### src/rtl/rr_packet_arbiter_if.sv
// Handshake bundle between the flit sources, the round-robin packet arbiter
// and the downstream output channel.
// master: source/sink side (drives flits and out_ready).
// slave : arbiter side.
// The pkt_cnt bus exists only when ARB_STATS_EN is defined.
interface rr_packet_arbiter_if #(
  parameter int N_IN   = 5,
  parameter int DATA_W = 32,
  parameter int CNT_W  = 16
);
  localparam int IDX_W = (N_IN > 1) ? $clog2(N_IN) : 1;

  logic [N_IN-1:0]        in_valid;
  logic [N_IN-1:0]        in_last;
  logic [N_IN*DATA_W-1:0] in_data;
  logic [N_IN-1:0]        in_ready;
  logic                   out_valid;
  logic                   out_last;
  logic [DATA_W-1:0]      out_data;
  logic                   out_ready;
  logic [IDX_W-1:0]       grant_idx;
  logic                   locked;
`ifdef ARB_STATS_EN
  logic [N_IN*CNT_W-1:0]  pkt_cnt;

  modport master (
    output in_valid, in_last, in_data, out_ready,
    input  in_ready, out_valid, out_last, out_data, grant_idx, locked, pkt_cnt
  );
  modport slave (
    input  in_valid, in_last, in_data, out_ready,
    output in_ready, out_valid, out_last, out_data, grant_idx, locked, pkt_cnt
  );
`else
  modport master (
    output in_valid, in_last, in_data, out_ready,
    input  in_ready, out_valid, out_last, out_data, grant_idx, locked
  );
  modport slave (
    input  in_valid, in_last, in_data, out_ready,
    output in_ready, out_valid, out_last, out_data, grant_idx, locked
  );
`endif
endinterface

### src/rtl/rr_packet_arbiter.sv
// N-input round-robin packet arbiter for the mesh router output stage.
// Zero-latency passthrough with valid/ready on every port; a grant is held
// (wormhole lock) from the head flit to the tail flit of a packet, and a
// flit stalled by backpressure keeps its grant until accepted.
// Optional: define ARB_STATS_EN for per-input saturating completed-packet
// counters on the pkt_cnt bus.
module rr_packet_arbiter #(
  parameter int N_IN   = 5,
  parameter int DATA_W = 32,
  parameter int CNT_W  = 16
) (
  input logic              clk,
  input logic              rst,
  rr_packet_arbiter_if.slave bus
);
  localparam int IDX_W = (N_IN > 1) ? $clog2(N_IN) : 1;

  localparam logic [0:0] ST_IDLE   = 1'b0;
  localparam logic [0:0] ST_LOCKED = 1'b1;

  localparam logic [IDX_W-1:0] LAST_IDX = IDX_W'(N_IN - 1);
  localparam logic [IDX_W:0]   N_WIDE   = (IDX_W + 1)'(N_IN);

  logic [0:0]       state_q, state_d;
  logic [IDX_W-1:0] ptr_q, ptr_d;
  logic [IDX_W-1:0] owner_q, owner_d;

  logic [IDX_W-1:0] win;       // round-robin winner among valid inputs
  logic             any_vld;   // at least one input valid
  logic [IDX_W:0]   cand;      // scan position before modulo fold
  logic             is_locked;
  logic [IDX_W-1:0] sel;       // input currently steering the output mux
  logic             vld;
  logic             lst;
  logic             xfer;
  logic [N_IN-1:0]  rdy;
  logic [DATA_W-1:0] lane_data [N_IN];

  // Next pointer value; explicit wrap so non-power-of-two N_IN works.
  function automatic logic [IDX_W-1:0] wrap_inc(input logic [IDX_W-1:0] x);
    return (x >= LAST_IDX) ? '0 : x + 1'b1;
  endfunction

  // Unflatten the input flit bus into one word per lane.
  for (genvar g = 0; g < N_IN; g++) begin : g_lane
    assign lane_data[g] = bus.in_data[g*DATA_W +: DATA_W];
  end

  // Winner search: first valid input scanning ptr, ptr+1, ... modulo N_IN.
  always_comb begin
    win     = '0;
    any_vld = 1'b0;
    cand    = '0;
    for (int k = 0; k < N_IN; k++) begin
      cand = {1'b0, ptr_q} + (IDX_W + 1)'(k);
      if (cand >= N_WIDE) cand = cand - N_WIDE;
      if (!any_vld && bus.in_valid[cand[IDX_W-1:0]]) begin
        any_vld = 1'b1;
        win     = cand[IDX_W-1:0];
      end
    end
  end

  assign is_locked = (state_q == ST_LOCKED);
  assign sel       = is_locked ? owner_q : win;
  // Reset forces the handshake quiet so nothing moves mid-reset.
  assign vld       = !rst && (is_locked ? bus.in_valid[owner_q] : any_vld);
  assign lst       = bus.in_last[sel];
  assign xfer      = vld && bus.out_ready;

  // Only the selected input sees out_ready; everyone else is held off.
  always_comb begin
    rdy = '0;
    if (!rst && (is_locked || any_vld)) rdy[sel] = bus.out_ready;
  end

  assign bus.out_valid = vld;
  assign bus.out_last  = lst;
  assign bus.out_data  = lane_data[sel];
  assign bus.in_ready  = rdy;
  assign bus.grant_idx = sel;
  assign bus.locked    = is_locked;

  // Lock/priority control: IDLE grants on the fly, LOCKED holds until tail.
  always_comb begin
    state_d = state_q;
    ptr_d   = ptr_q;
    owner_d = owner_q;
    if (state_q == ST_IDLE) begin
      if (vld) begin
        if (xfer && lst) begin
          // Single-flit packet: done in one cycle, rotate past the winner.
          ptr_d = wrap_inc(win);
        end else begin
          // Multi-flit head or stalled flit: freeze the selection.
          state_d = ST_LOCKED;
          owner_d = win;
        end
      end
    end else if (xfer && lst) begin
      state_d = ST_IDLE;
      ptr_d   = wrap_inc(owner_q);
    end
  end

  // State, pointer and owner registers.
  always_ff @(posedge clk) begin
    if (rst) begin
      state_q <= ST_IDLE;
      ptr_q   <= '0;
      owner_q <= '0;
    end else begin
      state_q <= state_d;
      ptr_q   <= ptr_d;
      owner_q <= owner_d;
    end
  end

`ifdef ARB_STATS_EN
  logic [N_IN-1:0][CNT_W-1:0] cnt_q;

  for (genvar g = 0; g < N_IN; g++) begin : g_cnt
    logic [CNT_W-1:0] cnt_d;
    // Count tail transfers from this input, sticking at all-ones.
    always_comb begin
      cnt_d = cnt_q[g];
      if (xfer && lst && (sel == IDX_W'(g)) && (cnt_q[g] != '1))
        cnt_d = cnt_q[g] + 1'b1;
    end
    // Per-input packet counter register.
    always_ff @(posedge clk) begin
      if (rst) cnt_q[g] <= '0;
      else     cnt_q[g] <= cnt_d;
    end
  end

  assign bus.pkt_cnt = cnt_q;
`endif

  // At most one input is ever offered ready.
  a_rdy_onehot: assert property (@(posedge clk) $onehot0(rdy));

  // A stalled flit keeps its grant on the following cycle.
  a_stall_hold: assert property (@(posedge clk) disable iff (rst)
    (vld && !bus.out_ready) |=> (rst || sel == $past(sel)));

endmodule
### src/flat_wrapper.sv
// flat-port wrapper written by rule: the top's interface ports become plain ports
module rr_packet_arbiter_flat 
#(
  parameter int N_IN   = 5,
  parameter int DATA_W = 32,
  parameter int CNT_W  = 16
)
  (clk, rst, bus_in_valid, bus_in_last, bus_in_data, bus_out_ready, bus_in_ready, bus_out_valid, bus_out_last, bus_out_data, bus_grant_idx, bus_locked);
  rr_packet_arbiter_if #(.N_IN(N_IN), .DATA_W(DATA_W), .CNT_W(CNT_W)) bus_i ();
  input logic clk;
  input logic rst;
  input wire logic [$bits(bus_i.in_valid)-1:0] bus_in_valid;
  input wire logic [$bits(bus_i.in_last)-1:0] bus_in_last;
  input wire logic [$bits(bus_i.in_data)-1:0] bus_in_data;
  input wire logic [$bits(bus_i.out_ready)-1:0] bus_out_ready;
  output wire logic [$bits(bus_i.in_ready)-1:0] bus_in_ready;
  output wire logic [$bits(bus_i.out_valid)-1:0] bus_out_valid;
  output wire logic [$bits(bus_i.out_last)-1:0] bus_out_last;
  output wire logic [$bits(bus_i.out_data)-1:0] bus_out_data;
  output wire logic [$bits(bus_i.grant_idx)-1:0] bus_grant_idx;
  output wire logic [$bits(bus_i.locked)-1:0] bus_locked;
  assign bus_i.in_valid = bus_in_valid;
  assign bus_i.in_last = bus_in_last;
  assign bus_i.in_data = bus_in_data;
  assign bus_i.out_ready = bus_out_ready;
  assign bus_in_ready = bus_i.in_ready;
  assign bus_out_valid = bus_i.out_valid;
  assign bus_out_last = bus_i.out_last;
  assign bus_out_data = bus_i.out_data;
  assign bus_grant_idx = bus_i.grant_idx;
  assign bus_locked = bus_i.locked;
  rr_packet_arbiter #(.N_IN(N_IN), .DATA_W(DATA_W), .CNT_W(CNT_W)) u_core (.clk(clk), .rst(rst), .bus(bus_i));
endmodule
### config.mk
export PLATFORM = sky130hd
export DESIGN_NAME = rr_packet_arbiter_flat
export DESIGN_NICKNAME = d
export VERILOG_FILES = /design/src/rtl/rr_packet_arbiter_if.sv /design/src/rtl/rr_packet_arbiter.sv /design/src/flat_wrapper.sv
export SDC_FILE = /design/constraint.sdc
export NUM_CORES = 1
export LEC_CHECK = 0
export CAP_MARGIN = 10
export CORE_MARGIN = 2
export CORE_UTILIZATION = 36
export CTS_CLUSTER_DIAMETER = 50
export DETAILED_ROUTE_END_ITERATION = 7
export GPL_TIMING_DRIVEN = 0
export PLACE_DENSITY = 0.8
export SYNTH_ARGS = -nofsm -noshare
export SYNTH_HDL_FRONTEND = slang
export SYNTH_SLANG_ARGS = --single-unit
### constraint.sdc
create_clock -name clk -period 5.73 [get_ports clk]
set_clock_uncertainty 0.05 [all_clocks]
set_input_delay 1.146 -clock clk [delete_from_list [all_inputs] [get_ports clk]]
set_output_delay 1.146 -clock clk [all_outputs]
set_load 0.01 [all_outputs]
### After elaboration in Yosys (flattened, before gate mapping)

Index checks and enable logic that the tools add are counted.

| operators by class | value |
|---|---|
| equality and inequality tests | 2 |
| reductions and logical operators | 18 |
| muxes and demuxes | 46 |
| bitwise gates (word level) | 4 |
| add/sub/neg operators | 11 |
| magnitude comparators | 16 |

Operators by type and width:

| kind | count |
|---|---|
| $bmux 32 s3 | 1 |
| $mux 32 | 2 |
| $mux 3 | 17 |
| $lt 3x4->1 const B | 7 |
| $bmux 1 s3 | 7 |
| $mux 1 | 17 |
| $ge 4x3->1 const B | 4 |
| $sub 3x3->3 const B | 5 |
| $ge 3x3->1 const B | 3 |
| $logic_and 1x1->1 | 9 |
| $add 3x2->4 const B | 2 |
| $add 3x1->3 const B | 2 |
| $reduce_and 3->1 | 2 |
| $and 5x5->5 | 1 |
| $logic_not 1->1 | 5 |
| $mux 5 | 1 |
| $add 3x1->4 const B | 1 |
| $add 3x3->4 const B | 1 |
| $ge 4x4->1 const B | 1 |
| $ne 2x2->1 const B | 2 |
| $not 3->4 | 1 |
| $demux 1 s3 | 1 |
| $ge 3x1->1 const B | 1 |
| $not 1->1 | 2 |
| 2 further kinds | 2 |

| word-level totals | value |
|---|---|
| output and inout port bits | 43 |
| logic and storage cells | 100 |
| flip-flop bits (word level) | 7 |
| input port bits | 173 |

### Logic depth before layout (Yosys ltp)

| depth | value |
|---|---|
| depth in word-level cells | 24 |
| depth in mapped cells | 19 |
| gate-level depth less buffers | 15 |

### Worst setup path after synthesis

OpenSTA, ideal clock, no wires.

| path | value |
|---|---|
| kind | input-to-output |
| from | input bus_in_valid[0] |
| to | output bus_out_data[0] |
| cell stages on the path | 11 |
| arrival time | 4156 ps |
| data required time | 4534 ps |
| buffers on the path | 3 |
| slack | 378 ps |
| cell sequence | clkbuf_1 mux2i_1 mux4_2 nor2_1 nor4bb_4 buf_6 a311o_2 a21oi_4 buf_2 mux4_2 a22o_1 |

| on the way | value |
|---|---|
| longest elaborated chain between the ends | 20 |
| elaborated cells on any way between the ends | 32 |
| those cells by class | mux: 23; bitwise: 1; reduce/logical: 8 |

Ends and longest elaborated chain:

| item | line | source |
|---|---|---|
| from (decl) | flat_wrapper.sv:12 | `input wire logic [$bits(bus_i.in_valid)-1:0] bus_in_valid;` |
| $bmux 1 s3 | rr_packet_arbiter.sv:57 | `if (!any_vld && bus.in_valid[cand[IDX_W-1:0]]) begin` |
| $mux 1 (not written as such) | rr_packet_arbiter.sv:57 |  |
| $mux 1 | rr_packet_arbiter.sv:57 |  |
| $logic_not 1->1 | rr_packet_arbiter.sv:57 |  |
| $logic_and 1x1->1 | rr_packet_arbiter.sv:57 |  |
| $mux 1 | rr_packet_arbiter.sv:57 |  |
| $logic_not 1->1 | rr_packet_arbiter.sv:57 |  |
| $logic_and 1x1->1 | rr_packet_arbiter.sv:57 |  |
| [3 not listed] | -- |  |
| $mux 1 | rr_packet_arbiter.sv:57 |  |
| $logic_not 1->1 | rr_packet_arbiter.sv:57 |  |
| $logic_and 1x1->1 | rr_packet_arbiter.sv:57 |  |
| $mux 3 * | rr_packet_arbiter.sv:57 |  |
| $mux 3 * | rr_packet_arbiter.sv:65 | `assign sel = is_locked ? owner_q : win;` |
| $not 3->4 (not written as such) * | rr_packet_arbiter.sv:79 | `assign bus.out_data = lane_data[sel];` |
| $bmux 32 s3 * | rr_packet_arbiter.sv:79 |  |
| $mux 32 (not written as such) * (2 in series) | rr_packet_arbiter.sv:79 |  |
| to (decl) | flat_wrapper.sv:19 | `output wire logic [$bits(bus_i.out_data)-1:0] bus_out_data;` |

Mark *: on every way between the ends. The rest lies on a longest branch, timed or not. The select of a mux whose other input is x is not followed.

### Worst setup path in the final report

| path | value |
|---|---|
| from | input bus_in_valid[3] |
| to | output bus_out_data[1] |

The elaborated chain is that of the path after synthesis.

==> qor.csv <==
metric,value,unit
status,"finished, final reports clean",
ANT cells,0,
area grow syn2layout,89.4,%
register bit total from synthesis,7,
Logic pwr share,0.959,
Worst EP required,4530,ps
register area share after synthesis,0.0461,
Sequential Power Share,0.023,
most frequent cells in the layout,"176 x clkdlybuf4s50_1, 34 x a22o_1, 33 x mux4_2",
fin worst setup slack,107,ps
async set-reset flop share out of synthesis,0,
post-layout min period,5620,ps
later-pin clock latency in the skew report,220,ps
Worst-Margin Slew,512,ps
grt total ovfl,0,
multi-input combinational cell area,0.00284,sq mm
Storage cell area,146,sq um
hold buffers post-CTS,0,
vias in the first global route,3744,
PD cells,672,mW/mm^2
initial core utilization,0.370,
Mean Syn Cell Area,8.87,sq um
synthesized area,0.00304,sq mm
Placeable Area,0.00822,sq mm
design area,0.00576,sq mm
Hold Crit Class,register to register,
Post-layout nets,761,
synth warn,0,
1st-iter DRT viols,253,
GP Congestion,0.964,
fmax,178,MHz
Post-Syn Nets,528,
"CTS clk-pin slew, worst paths",40,ps
H-tree lvl count,1,
hpwl dp,12200,um
initial antenna violation count,0,
fin crit share,0.981,
crit start category,input pin,
Die Footprint,0.00920,sq mm
max_slew headroom,0.655,
"worst slack, placed",-1150,ps
number of synthesized flops with an enable pin,0,
switching share of power,0.468,
endpoint class of the critical path,output port,
leak pwr,2.41,nW
placed insts,660,
WL per Instance,21.9,um
Clock power frac,0.017,
Worst Path Arrival,4430,ps
max_cap viols,0,
layout cell share with drive strength beyond 1,0.212,
NetSw,1.81,mW
# rows,33,
CTS Buffer Depth,2,
Final setup viols,0,
"commonest non-fill, non-tap cell in the layout",clkdlybuf4s50_1,
post-synth cell types,68,
Routed WL,14900,um
final antenna-violating net count,0,
CP Max Fanout,10,
"Primary FF master, synth",dfxtp_1,
largest net degree at the start of global routing,12,
Peak VDD IR,0.446,mV
dpl cell area,0.00530,sq mm
CTS Buf Count,3,
Fin. Hold Viols,0,
CTS tree,yes,
Die W,95.9,um
vias per inst,5.80,
Max Slew Vio Count,0,
Die Span Y,95.9,um
Filler Cells Inserted,658,
FF-to-FF setup slack,1320,ps
Post-Syn Instances,343,
Final Non-Filler Cells,680,
CTS sink cnt,7,
Pre-antenna DRT Iters,5,
CTS root buf,clkbuf_8,
Power Internal,2.06,mW
first-pass GRT wire length,20400,um
GRT Util Overall,0.295,
Tot Pwr,3.87,mW
critical setup path kind,input pin to output port,
via count,3941,
Port Buffers,212,
# IOs,216,
Residual DRC,0,
[final timing paths]
path | startpoint | end | cells after the start
worst min-delay path | u_core.owner_q[1] | u_core.owner_q[1] | 2
worst max-delay path | bus_in_valid[3] | bus_out_data[1] | 14
worst min register to register | u_core.owner_q[1] | u_core.owner_q[1] | 2
worst max register to register | u_core.ptr_q[1] | u_core.owner_q[0] | 20
[power by group through the flow]
stage | clock (mW) | combinational, mW | sequential [mW]
2_1_floorplan | 0 | 2.12 | 0.0829
3_3_place_gp | 0 | 3.40 | 0.0865
3_5_place_dp | 0 | 3.43 | 0.0865
4_1_cts | 0.0693 | 3.52 | 0.0877
5_1_grt | 0.0724 | 3.97 | 0.0933
6_report | 0.0673 | 3.71 | 0.0906
[cells in the mapped netlist (3+ instances only)]
cell      count  area, sq um
or3_1         4         25.0
a211o_1       6         52.6
a31oi_1       3         18.8
o21ai_0       4         20.0
and2_1        6         37.5
dfxtp_1       7          140
nand3_1       5         25.0
xnor2_1       6         52.6
nand2_1      19         71.3
nor3b_1       5         37.5
buf_6         3         33.8
clkbuf_1      8         30.0
nand2b_1     17          106
o22ai_1       3         18.8
ha_1         11          138
o32a_1        3         30.0
a211oi_1      8         60.1
nor2_1       22         82.6
nor2b_1       5         31.3
and3_1        4         25.0
o31ai_1       5         37.5
o21a_1        3         22.5
buf_2        17         85.1
mux2i_1      17          170
a21oi_1       8         40.0
nor3_1        7         35.0
a22o_1       34          298
o211ai_1      5         37.5
inv_1        16         60.1
o21ai_1       3         15.0
mux4_2       33          743
[sequential cells by signal, summed over array words and instances, names as in the netlist]
name,count
u_core.bus.locked,1
u_core.ptr_q,3
u_core.owner_q,3
[critical path: stages]
cell and delay, ps:
clkbuf_4 210, inv_1 120, o32a_1 380, o2bb2ai_4 190, mux2i_2 130, buf_4 180
nor4b_1 140, a311o_2 400, a21oi_4 150, buf_12 150, bufbuf_16 270, mux4_2 510
a22o_1 200, clkdlybuf4s15_2 240
[what timing repair did]
action	4_1_cts	5_1_grt
buffers inserted	10	4
gates resized for setup	81	42
pin swaps	9	6
gates cloned	1	1
setup endpoints to repair	39	38
hold endpoints to repair	0	0
[layer usage]
layer	up-vias	track usage	wire length [um]
li1	1834	-	-
met1	1888	0.376	5860
met2	205	0.506	7380
met3	14	0.0666	1440
met4	0	0.0679	238
met5	-	0	0
[cell families (layout without fill, tap and decap cells)]
logic type	after synthesis	after routing	synth area share
flip-flops	7	7	0.0461
buffers and inverters	49	281	0.0790
multiplexers	54	54	0.320
XOR/XNOR	7	7	0.0202
adder cells (fa/ha/maj)	12	12	0.0518
AND/OR/NAND/NOR	103	103	0.186
AO/OA/AOI/OAI	111	111	0.297
[stage by stage]
stage / utilization / hold WS, ps / TNS [ps]
floorplan: - / 436 / 0
global placement: 0.644 / 461 / -32940
detailed placement: 0.644 / 464 / -34290
CTS: 0.675 / 478 / -2.78
global route: 0.701 / 511 / -1.12
finish: 0.701 / 484 / 0
[layout make-up]
cell class / count / share of cell area
Clock buffer: 4 / 0.00782
Timing Repair Buffer: 228 / 0.390
Inverter: 18 / 0.0132
Sequential cell: 7 / 0.0254
Buffer: 31 / 0.0484
Tap cell: 105 / 0.0228
Multi-Input combinational cell: 287 / 0.493
Note: power is estimated with default switching activity, not from simulation.
